File: config.mk
export PLATFORM = sky130hd
export DESIGN_NAME = operator_arbiter_flat
export DESIGN_NICKNAME = d
export VERILOG_FILES = /design/src/rtl/operator_arbiter_if.sv /design/src/rtl/operator_arbiter.sv /design/src/flat_wrapper.sv
export SDC_FILE = /design/constraint.sdc
export NUM_CORES = 1
export LEC_CHECK = 0
export ABC_AREA = 1
export BUFFER_PORTS_ARGS = -buffer_cell sky130_fd_sc_hd__buf_2
export CAP_MARGIN = 20
export CORE_AREA = 2 2 42 83
export DETAILED_ROUTE_END_ITERATION = 8
export DIE_AREA = 0 0 44 85
export GPL_TIMING_DRIVEN = 0
export PLACE_DENSITY = 0.68
export SLEW_MARGIN = 30
export SYNTH_ARGS = -nofsm -noshare
export SYNTH_HDL_FRONTEND = slang
export SYNTH_SLANG_ARGS = --single-unit
File: constraint.sdc
create_clock -name clk -period 2.7 [get_ports clk]
set_input_delay 0.27 -clock clk [delete_from_list [all_inputs] [get_ports clk]]
set_output_delay 0.27 -clock clk [all_outputs]
set_load 0.03 [all_outputs]
File: src/rtl/operator_arbiter_if.sv
// Bundle of the two request channels, the operator drive/result lines and the
// response channel between operator_arbiter (slave) and its surroundings (master).
interface operator_arbiter_if #(
  parameter int WIDTH = 2
);
  logic             req0_valid;
  logic [WIDTH-1:0] req0_a;
  logic [WIDTH-1:0] req0_b;
  logic [WIDTH-1:0] req0_op;
  logic             req0_ready;

  logic             req1_valid;
  logic [WIDTH-1:0] req1_a;
  logic [WIDTH-1:0] req1_b;
  logic [WIDTH-1:0] req1_op;
  logic             req1_ready;

  logic [WIDTH-1:0] opr_a;
  logic [WIDTH-1:0] opr_b;
  logic [WIDTH-1:0] opr_sel;
  logic [WIDTH-1:0] opr_s;

  logic             rsp_valid;
  logic             rsp_id;
  logic [WIDTH-1:0] rsp_data;
  logic             rsp_ready;

  modport slave (
    input  req0_valid, req0_a, req0_b, req0_op,
    output req0_ready,
    input  req1_valid, req1_a, req1_b, req1_op,
    output req1_ready,
    output opr_a, opr_b, opr_sel,
    input  opr_s,
    output rsp_valid, rsp_id, rsp_data,
    input  rsp_ready
  );

  modport master (
    output req0_valid, req0_a, req0_b, req0_op,
    input  req0_ready,
    output req1_valid, req1_a, req1_b, req1_op,
    input  req1_ready,
    input  opr_a, opr_b, opr_sel,
    output opr_s,
    input  rsp_valid, rsp_id, rsp_data,
    output rsp_ready
  );
endinterface

File: src/rtl/operator_arbiter.sv
// Round-robin sharing of one combinational operator between two requesters:
// accept, hold operands for SETTLE cycles, capture result, return it with its id.
module operator_arbiter #(
  parameter int WIDTH  = 2,
  parameter int SETTLE = 1,
  parameter int CNT_W  = 8
) (
  input  logic             clk,
  input  logic             rst_n,
  operator_arbiter_if.slave bus,
  output logic             busy,
  output logic [CNT_W-1:0] done_count
);

  typedef enum logic [1:0] {IDLE, ISSUE, RESP} state_t;

  localparam logic [3:0] SETTLE_LOAD = 4'(SETTLE - 1);

  state_t     state_q;
  state_t     state_d;
  logic       last_grant;
  logic [3:0] settle_cnt;
  logic       grant1;
  logic       req0_rdy;
  logic       req1_rdy;
  logic       accept;
  logic       capture;
  logic       rsp_fire;

  always_ff @(posedge clk or negedge rst_n) begin
    if (!rst_n) state_q <= IDLE;
    else        state_q <= state_d;
  end

  always_comb begin
    state_d  = state_q;
    grant1   = 1'b0;
    req0_rdy = 1'b0;
    req1_rdy = 1'b0;
    accept   = 1'b0;
    capture  = 1'b0;
    rsp_fire = 1'b0;
    unique case (state_q)
      IDLE: begin
        // On a tie the requester that did not win last time goes next.
        if (bus.req0_valid && bus.req1_valid) grant1 = ~last_grant;
        else                                  grant1 = bus.req1_valid;
        req0_rdy = rst_n & bus.req0_valid & ~grant1;
        req1_rdy = rst_n & bus.req1_valid &  grant1;
        accept   = req0_rdy | req1_rdy;
        if (accept) state_d = ISSUE;
      end
      ISSUE: begin
        if (settle_cnt == 4'd0) begin
          capture = 1'b1;
          state_d = RESP;
        end
      end
      RESP: begin
        if (bus.rsp_ready) begin
          rsp_fire = 1'b1;
          state_d  = IDLE;
        end
      end
      default: state_d = IDLE;
    endcase
  end

  assign bus.req0_ready = req0_rdy;
  assign bus.req1_ready = req1_rdy;
  assign busy           = (state_q != IDLE);

  // Accept stage: operands latched and held on the operator until capture.
  always_ff @(posedge clk or negedge rst_n) begin
    if (!rst_n) begin
      bus.opr_a   <= '0;
      bus.opr_b   <= '0;
      bus.opr_sel <= '0;
      bus.rsp_id  <= 1'b0;
      last_grant  <= 1'b1;
      settle_cnt  <= 4'd0;
    end else if (accept) begin
      bus.opr_a   <= grant1 ? bus.req1_a  : bus.req0_a;
      bus.opr_b   <= grant1 ? bus.req1_b  : bus.req0_b;
      bus.opr_sel <= grant1 ? bus.req1_op : bus.req0_op;
      bus.rsp_id  <= grant1;
      last_grant  <= grant1;
      settle_cnt  <= SETTLE_LOAD;
    end else if (state_q == ISSUE && settle_cnt != 4'd0) begin
      settle_cnt  <= settle_cnt - 4'd1;
    end
  end

  // Capture stage: result held on the response channel until taken.
  always_ff @(posedge clk or negedge rst_n) begin
    if (!rst_n) begin
      bus.rsp_valid <= 1'b0;
      bus.rsp_data  <= '0;
      done_count    <= '0;
    end else if (capture) begin
      bus.rsp_valid <= 1'b1;
      bus.rsp_data  <= bus.opr_s;
    end else if (rsp_fire) begin
      bus.rsp_valid <= 1'b0;
      done_count    <= done_count + 1'b1;
    end
  end

endmodule

File: src/flat_wrapper.sv
// flat-port wrapper written by rule: the top's interface ports become plain ports
module operator_arbiter_flat 
#(
  parameter int WIDTH  = 2,
  parameter int SETTLE = 1,
  parameter int CNT_W  = 8
)
  (clk, rst_n, busy, done_count, bus_req0_valid, bus_req0_a, bus_req0_b, bus_req0_op, bus_req0_ready, bus_req1_valid, bus_req1_a, bus_req1_b, bus_req1_op, bus_req1_ready, bus_opr_a, bus_opr_b, bus_opr_sel, bus_opr_s, bus_rsp_valid, bus_rsp_id, bus_rsp_data, bus_rsp_ready);
  operator_arbiter_if #(.WIDTH(WIDTH)) bus_i ();
  input  logic clk;
  input  logic rst_n;
  output logic busy;
  output logic [CNT_W-1:0] done_count;
  input wire logic [$bits(bus_i.req0_valid)-1:0] bus_req0_valid;
  input wire logic [$bits(bus_i.req0_a)-1:0] bus_req0_a;
  input wire logic [$bits(bus_i.req0_b)-1:0] bus_req0_b;
  input wire logic [$bits(bus_i.req0_op)-1:0] bus_req0_op;
  output wire logic [$bits(bus_i.req0_ready)-1:0] bus_req0_ready;
  input wire logic [$bits(bus_i.req1_valid)-1:0] bus_req1_valid;
  input wire logic [$bits(bus_i.req1_a)-1:0] bus_req1_a;
  input wire logic [$bits(bus_i.req1_b)-1:0] bus_req1_b;
  input wire logic [$bits(bus_i.req1_op)-1:0] bus_req1_op;
  output wire logic [$bits(bus_i.req1_ready)-1:0] bus_req1_ready;
  output wire logic [$bits(bus_i.opr_a)-1:0] bus_opr_a;
  output wire logic [$bits(bus_i.opr_b)-1:0] bus_opr_b;
  output wire logic [$bits(bus_i.opr_sel)-1:0] bus_opr_sel;
  input wire logic [$bits(bus_i.opr_s)-1:0] bus_opr_s;
  output wire logic [$bits(bus_i.rsp_valid)-1:0] bus_rsp_valid;
  output wire logic [$bits(bus_i.rsp_id)-1:0] bus_rsp_id;
  output wire logic [$bits(bus_i.rsp_data)-1:0] bus_rsp_data;
  input wire logic [$bits(bus_i.rsp_ready)-1:0] bus_rsp_ready;
  assign bus_i.req0_valid = bus_req0_valid;
  assign bus_i.req0_a = bus_req0_a;
  assign bus_i.req0_b = bus_req0_b;
  assign bus_i.req0_op = bus_req0_op;
  assign bus_req0_ready = bus_i.req0_ready;
  assign bus_i.req1_valid = bus_req1_valid;
  assign bus_i.req1_a = bus_req1_a;
  assign bus_i.req1_b = bus_req1_b;
  assign bus_i.req1_op = bus_req1_op;
  assign bus_req1_ready = bus_i.req1_ready;
  assign bus_opr_a = bus_i.opr_a;
  assign bus_opr_b = bus_i.opr_b;
  assign bus_opr_sel = bus_i.opr_sel;
  assign bus_i.opr_s = bus_opr_s;
  assign bus_rsp_valid = bus_i.rsp_valid;
  assign bus_rsp_id = bus_i.rsp_id;
  assign bus_rsp_data = bus_i.rsp_data;
  assign bus_i.rsp_ready = bus_rsp_ready;
  operator_arbiter #(.WIDTH(WIDTH), .SETTLE(SETTLE), .CNT_W(CNT_W)) u_core (.clk(clk), .rst_n(rst_n), .bus(bus_i), .busy(busy), .done_count(done_count));
endmodule
==> run_results.csv, run 1 <==
group,metric,value,unit
synthesis,ys_types,22,
critical_path,critPathKind,"reg -> out",
routing,ant_nets,0,
pwr,intPower,0.906,mW
sta,worstMarginPinSlew,0.621,ns
pwr,pwr-share-comb,0.502,
layout,nNetsFinal,230,
routing,drt_drc_violations_left,0,
placed_design,place_congestion,0.725,
clock_network,post-cts-setup-buffers,0,
critical_path,crit_path_max_fanout,10,
clock_network,cts_root_buf,"clkbuf_8",
critical_path,crit_top_cell,"inv_1",
sta,max_slew_margin,0.586,
synthesis,syn-num-nets,186,
layout,finalNonFillerCells,238,
pwr,power.switching,0.807,mW
sta,fin_ws,0.867,ns
clock_network,htree_levels,1,
placed_design,dpl.hpwl,1980,um
floorplanning,die_area,3740,um2
clock_network,cts_buffer_depth,2,
pwr,power_density,1060,nW/um2
floorplanning,start_util,0.428,
global_routing,use_met2,0.271,
clock_network,post_cts_resized,0,
critical_path,cp_top_family,"buffers and inverters",
clock_network,cts_tree,"done",
floorplanning,die_y,85,um
pwr,p_leak,0.955,nW
floorplanning,die_w,44,um
global_routing,grt_max_degree,29,
sta,finalSetupViolations,0,
global_routing,grt_busiest_layer,"met2",
pwr,total_power,1.71,mW
run,maxCapViolations,0,
sta,finalCritPeriodShare,0.679,
pwr,ir_worst_vdd,517,uV
critical_path,r2r_setup_slack,1.48,ns
clock_network,cts.clk_slew.worst_paths,0.09,ns
critical_path,cp_cell_sequence,"nor2_4 -> nand3_4 -> buf_6 -> inv_1 -> nand2_1 -> inv_1 -> buf_2",
global_routing,overflow,0,
critical_path,slowest_stage,"dfrtp_1",
clock_network,cts_sinks,25,
pwr,p_clk_frac,0.129,
layout,drive_gt1_frac,0.285,
pwr,swShare,0.471,
critical_path,cp.arrival,1.56,ns
sta,hold_viol_final,0,
routing,viasPerCell,4.69,
floorplanning,num_io_pins,40,
global_routing,use_met3,0.0213,
global_routing,antenna_found_initial,0,
synthesis,syn_area,1340,um2
routing,vias,1117,
global_routing,grt_pass1_vias,1055,
floorplanning,core,3120,um2
global_routing,gr-usage-met1,0.177,
global_routing,grt.total_usage,0.157,
critical_path,crit_required,2.43,ns
clock_network,cts_hold_buf,0,
synthesis,ys_seq_area_frac,0.469,
critical_path,start_kind,"flop",
status,status,"finished clean",
layout,area_growth,21.0,%
synthesis,syn-mean-instance-area,8.15,um2
min_path,hp-class,"in -> async",
sta,finClkSkew,0.00266,ns
routing,first_pass_iters,4,
critical_path,cpPeakStageDelay,0.44,ns
synthesis,synth_area_leaders,"dfrtp_1 (45%), nand2_1 (17%), inv_1 (7.3%)",
synthesis,synth_top_area_frac,0.449,
routing,post_drt_wl_per_cell,10.5,um
clock_network,clk_latency,0.27,ns
pwr,power_frac_seq,0.369,
layout,mostFrequentLayoutCells,"nand2_1 (60), buf_2 (39), inv_1 (26), dfrtp_1 (24), nor2_1 (11)",
sta,rsz0062_at_grt,"no",
global_routing,grt_pass1_wl,4380,um
sta,max_freq,0.546,GHz
critical_path,crit_path_end_kind,"primary output",
routing,drt-total-wl,2500,um
sta,fin_crit,1.83,ns
synthesis,ys_warn_count,0,
synthesis,yosysTopAreaCell,"dfrtp_1",
critical_path,path_buf_inv,4,
clock_network,cts_buffers,3,
placed_design,dp_cells,234,
layout,n_antenna_cell,0,
synthesis,ys_seq_elements,25,
layout,final_common_cell,"nand2_1",
sta,finalSetupTns,0,ns
floorplanning,core.rowCount,29,
sta,drv_slew,0,
placed_design,place_ws,1.13,ns
placed_design,port_buffers,39,
synthesis,syn-instance-count,164,
routing,drtIter0Drc,19,
[area by class of cell]
class | count | area, um2
buffer | 2 | 22.5
sequential | 25 | 627
fill | 343 | 1500
multi-input combinational | 109 | 581
inverter | 28 | 106
tap | 31 | 38.8
timing repair buffer | 39 | 195
clock inverter | 1 | 5.00
clock buffer | 3 | 41.3
[state kept, by name, summed over array words and instances, names as in the netlist]
signal                flops
u_core.bus.rsp_data       2
u_core.settle_cnt         4
u_core.bus.opr_b          2
u_core.bus.rsp_valid      1
u_core.last_grant         1
u_core.bus.opr_a          2
u_core.state_q            2
u_core.done_count         8
u_core.bus.opr_sel        2
u_core.bus.rsp_id         1
[cell usage after synthesis]
| master | n |
|---|---|
| inv_1 | 26 |
| nand2_1 | 60 |
| a21oi_1 | 2 |
| inv_2 | 1 |
| buf_6 | 2 |
| nand2_4 | 2 |
| o21ai_1 | 3 |
| o31ai_1 | 1 |
| nand3b_1 | 2 |
| dfstp_2 | 1 |
| dfrtp_1 | 24 |
| o21ai_2 | 3 |
| nor2_1 | 11 |
| nor2_4 | 2 |
| nor2_2 | 1 |
| o22ai_1 | 1 |
| nand3_4 | 3 |
| nand3_1 | 9 |
| clkinv_2 | 1 |
| ha_1 | 3 |
| xor2_1 | 4 |
| nand4_1 | 2 |
[power by group through the flow]
stage / Combinational (mW) / Clock, mW / Sequential (mW)
global route: 0.966 / 0.243 / 0.654
floorplan: 0.460 / 0 / 0.827
detailed placement: 0.876 / 0 / 0.641
CTS: 0.878 / 0.233 / 0.635
finish: 0.860 / 0.222 / 0.632
global placement: 0.867 / 0 / 0.641
[path summary, 6_finish.rpt]
path                                                        from                                  to  cells past startpoint
worst max-delay path               u_core.state_q[0]$_DFFE_PN0P_                      bus_req1_ready                      7
min in group clk                                   bus_rsp_ready       u_core.state_q[1]$_DFFE_PN0P_                      2
worst max register to register     u_core.state_q[0]$_DFFE_PN0P_    u_core.settle_cnt[3]$_DFFE_PN0P_                      5
max in group asynchronous                                  rst_n  u_core.bus.rsp_data[0]$_DFFE_PN0P_                      1
worst min-delay path                                       rst_n    u_core.done_count[3]$_DFFE_PN0P_                      1
worst min register to register  u_core.settle_cnt[0]$_DFFE_PN0P_    u_core.settle_cnt[0]$_DFFE_PN0P_                      1
[logic make-up (layout without fill, tap and decap cells)]
kind of cell    count (synthesis)  count (layout)  share of synthesized area
fa+ha+maj                       3               3                     0.0281
buf+inv                        30              73                     0.0964
flops                          25              25                      0.469
simple gates                   92              92                      0.331
compound gates                 10              10                     0.0487
xor+xnor                        4               4                     0.0262
[per-stage QoR]
step	hold WS, ns	util	area (um2)
5_1_grt	0.0514	0.518	1620
3_3_place_gp	0.332	0.503	1570
3_5_place_dp	0.335	0.503	1570
2_1_floorplan	-0.0256	-	1340
4_1_cts	0.0354	0.518	1620
6_report	0.00518	0.518	1620
[layer usage]
| layer | vias to the layer above | wire length, um | share of wire |
|---|---|---|---|
| li1 | 587 | - | - |
| met1 | 489 | 980 | 0.39 |
| met2 | 37 | 1330 | 0.53 |
| met3 | 4 | 124 | 0.050 |
| met4 | 0 | 65 | 0.026 |
| met5 | - | 0 | 0 |
No activity file was read; power rests on OpenSTA's default activity.
==> run 2: changes to the inputs <==
- clock period: 2.7 -> 1.8 ns (I/O delays scaled with it)
==> run 2 against run 1 <==
Effect of this change:
- cell area is 2.4% higher
- sequential share of layout area is 0.83 points lower
- non-clock buffer count rose by 3
- routed wire length rose by 4.2%
- core utilization grew 1.2 points
- register-to-register slack worse by 0.97 ns
- first-iteration DRC count is 11% lower
- clock skew is 0.00069 ns lower
- clock power increased by 51%
- via count grew 0.98%
- setup slack lost 0.74 ns
- largest power group unchanged
==> run_results.csv, run 2 (synthesis results as in run 1) <==
group,metric,value,unit
sta,fin_crit,1.68,ns
global_routing,grt_pass1_vias,1072,
routing,first_pass_iters,4,
global_routing,grt_max_degree,25,
layout,largestRegisters,"u_core.done_count x8, u_core.settle_cnt x4",
routing,viasPerCell,4.68,
routing,drt-total-wl,2600,um
pwr,total_power,2.61,mW
critical_path,cp.arrival,1.50,ns
layout,regMostFlops,"u_core.done_count",
critical_path,crit_required,1.62,ns
critical_path,critPathKind,"reg -> out",
layout,largest_register_ffs,8,
sta,max_slew_margin,0.869,
clock_network,cts_root_buf,"clkbuf_8",
sta,worstMarginPinSlew,0.195,ns
layout,mostFrequentLayoutCells,"nand2_1 (60), buf_2 (39), inv_1 (26), dfrtp_1 (23), nor2_1 (11)",
sta,hold_viol_final,0,
sta,finalSetupViolations,0,
routing,drtIter0Drc,17,
sta,drv_slew,0,
global_routing,grt.total_usage,0.162,
layout,nNetsFinal,233,
global_routing,grt_pass1_wl,4530,um
status,status,"finished clean",
clock_network,cts_buffer_depth,2,
layout,area_growth,23.9,%
pwr,power_density,1580,nW/um2
clock_network,cts_tree,"done",
critical_path,start_kind,"flop",
floorplanning,core,3120,um2
critical_path,timing.critical_path.from,"u_core.last_grant$_DFFE_PN1N_",
pwr,p_leak,0.973,nW
min_path,hp-start,"bus_rsp_ready",
floorplanning,core.rowCount,29,
sta,max_freq,0.596,GHz
clock_network,cts_sinks,25,
floorplanning,die_y,85,um
sta,rsz0062_at_grt,"no",
routing,ant_nets,0,
sta,finalCritPeriodShare,0.932,
clock_network,htree_levels,1,
sta,finalSetupTns,0,ns
placed_design,port_buffers,39,
layout,n_antenna_cell,0,
clock_network,cts_buffers,3,
clock_network,clk_latency,0.27,ns
floorplanning,num_io_pins,40,
critical_path,crit_path_max_fanout,10,
critical_path,r2r-start,"u_core.state_q[1]$_DFFE_PN0P_",
critical_path,crit_path_end_kind,"primary output",
sta,finClkSkew,0.00197,ns
placed_design,place_congestion,0.725,
layout,drive_gt1_frac,0.295,
run,maxCapViolations,0,
placed_design,dpl.hpwl,1980,um
routing,vias,1128,
routing,drt_drc_violations_left,0,
layout,final_common_cell,"nand2_1",
floorplanning,die_area,3740,um2
floorplanning,start_util,0.428,
global_routing,overflow,0,
global_routing,antenna_found_initial,0,
floorplanning,die_w,44,um
clock_network,cts.clk_slew.worst_paths,0.09,ns
pwr,ir_worst_vdd,765,uV
routing,post_drt_wl_per_cell,10.8,um
min_path,hp-class,"in -> reg",
==> run 2: changes by cell type in the layout (fill, tap and decap cells not counted), sizes merged <==
cell / previous run / this run
dlygate4sd3: 0 / 1
buf: 41 / 43
==> run 2: worst max-delay path: stages, from the launching register on <==
cell,delay [ns]
dfstp_2,0.55
nand2_1,0.10
nand3_4,0.11
buf_6,0.14
inv_1,0.04
nand2_1,0.09
inv_1,0.04
buf_2,0.17
==> run 2: layout make-up <==
type,count,area [um2]
fill,337,1470
sequential,25,628
multi-input combinational,109,581
timing repair buffer,42,233
inverter,28,106
clock buffer,3,41.3
tap,31,38.8
buffer,2,22.5
clock inverter,1,5.00
==> run 2: worst paths after layout <==
kind	slack, ns	endpoint	cells after the start
min reg2reg	0.47	u_core.settle_cnt[0]$_DFFE_PN0P_	1
max in group asynchronous	1.14	u_core.state_q[1]$_DFFE_PN0P_	3
max reg2reg	0.51	u_core.settle_cnt[3]$_DFFE_PN0P_	6
max	0.12	bus_req1_ready	7
min in group asynchronous	0.49	u_core.last_grant$_DFFE_PN1N_	2
min	0.13	u_core.state_q[1]$_DFFE_PN0P_	2
==> run 2: through the flow <==
stage	util	hold WS (ns)	setup slack, ns	std cells	instance area [um2]
final	0.530	0.127	0.123	241	1660
after CTS	0.528	0.124	0.0555	240	1650
after detailed placement	0.503	0.245	0.340	234	1570
after global routing	0.530	0.133	0.0119	241	1660
after floorplan	-	-0.116	0.449	164	1340
after global placement	0.503	0.242	0.342	234	1570
==> run 2: repair_timing <==
item	in CTS	in global routing
buffers inserted	0	1
gates resized for setup	0	1
endpoints found under the hold margin	24	0
hold buffers	2	0
endpoints found under the setup margin	0	1
==> run 2: metal layers <==
| metal | GRT usage | wire (um) | vias up |
|---|---|---|---|
| met3 | 0.0213 | 118 | 4 |
| met1 | 0.184 | 1040 | 496 |
| met5 | 0 | 0 | - |
| li1 | - | - | 591 |
| met2 | 0.281 | 1380 | 37 |
| met4 | 0.0826 | 65 | 0 |
==> run 2: where the power goes <==
part / total, mW / internal (mW) / switching [mW]
Combinational: 1.32 / 0.441 / 0.882
Sequential: 0.951 / 0.788 / 0.163
Clock: 0.335 / 0.155 / 0.180
Total: 2.61 / 1.38 / 1.22
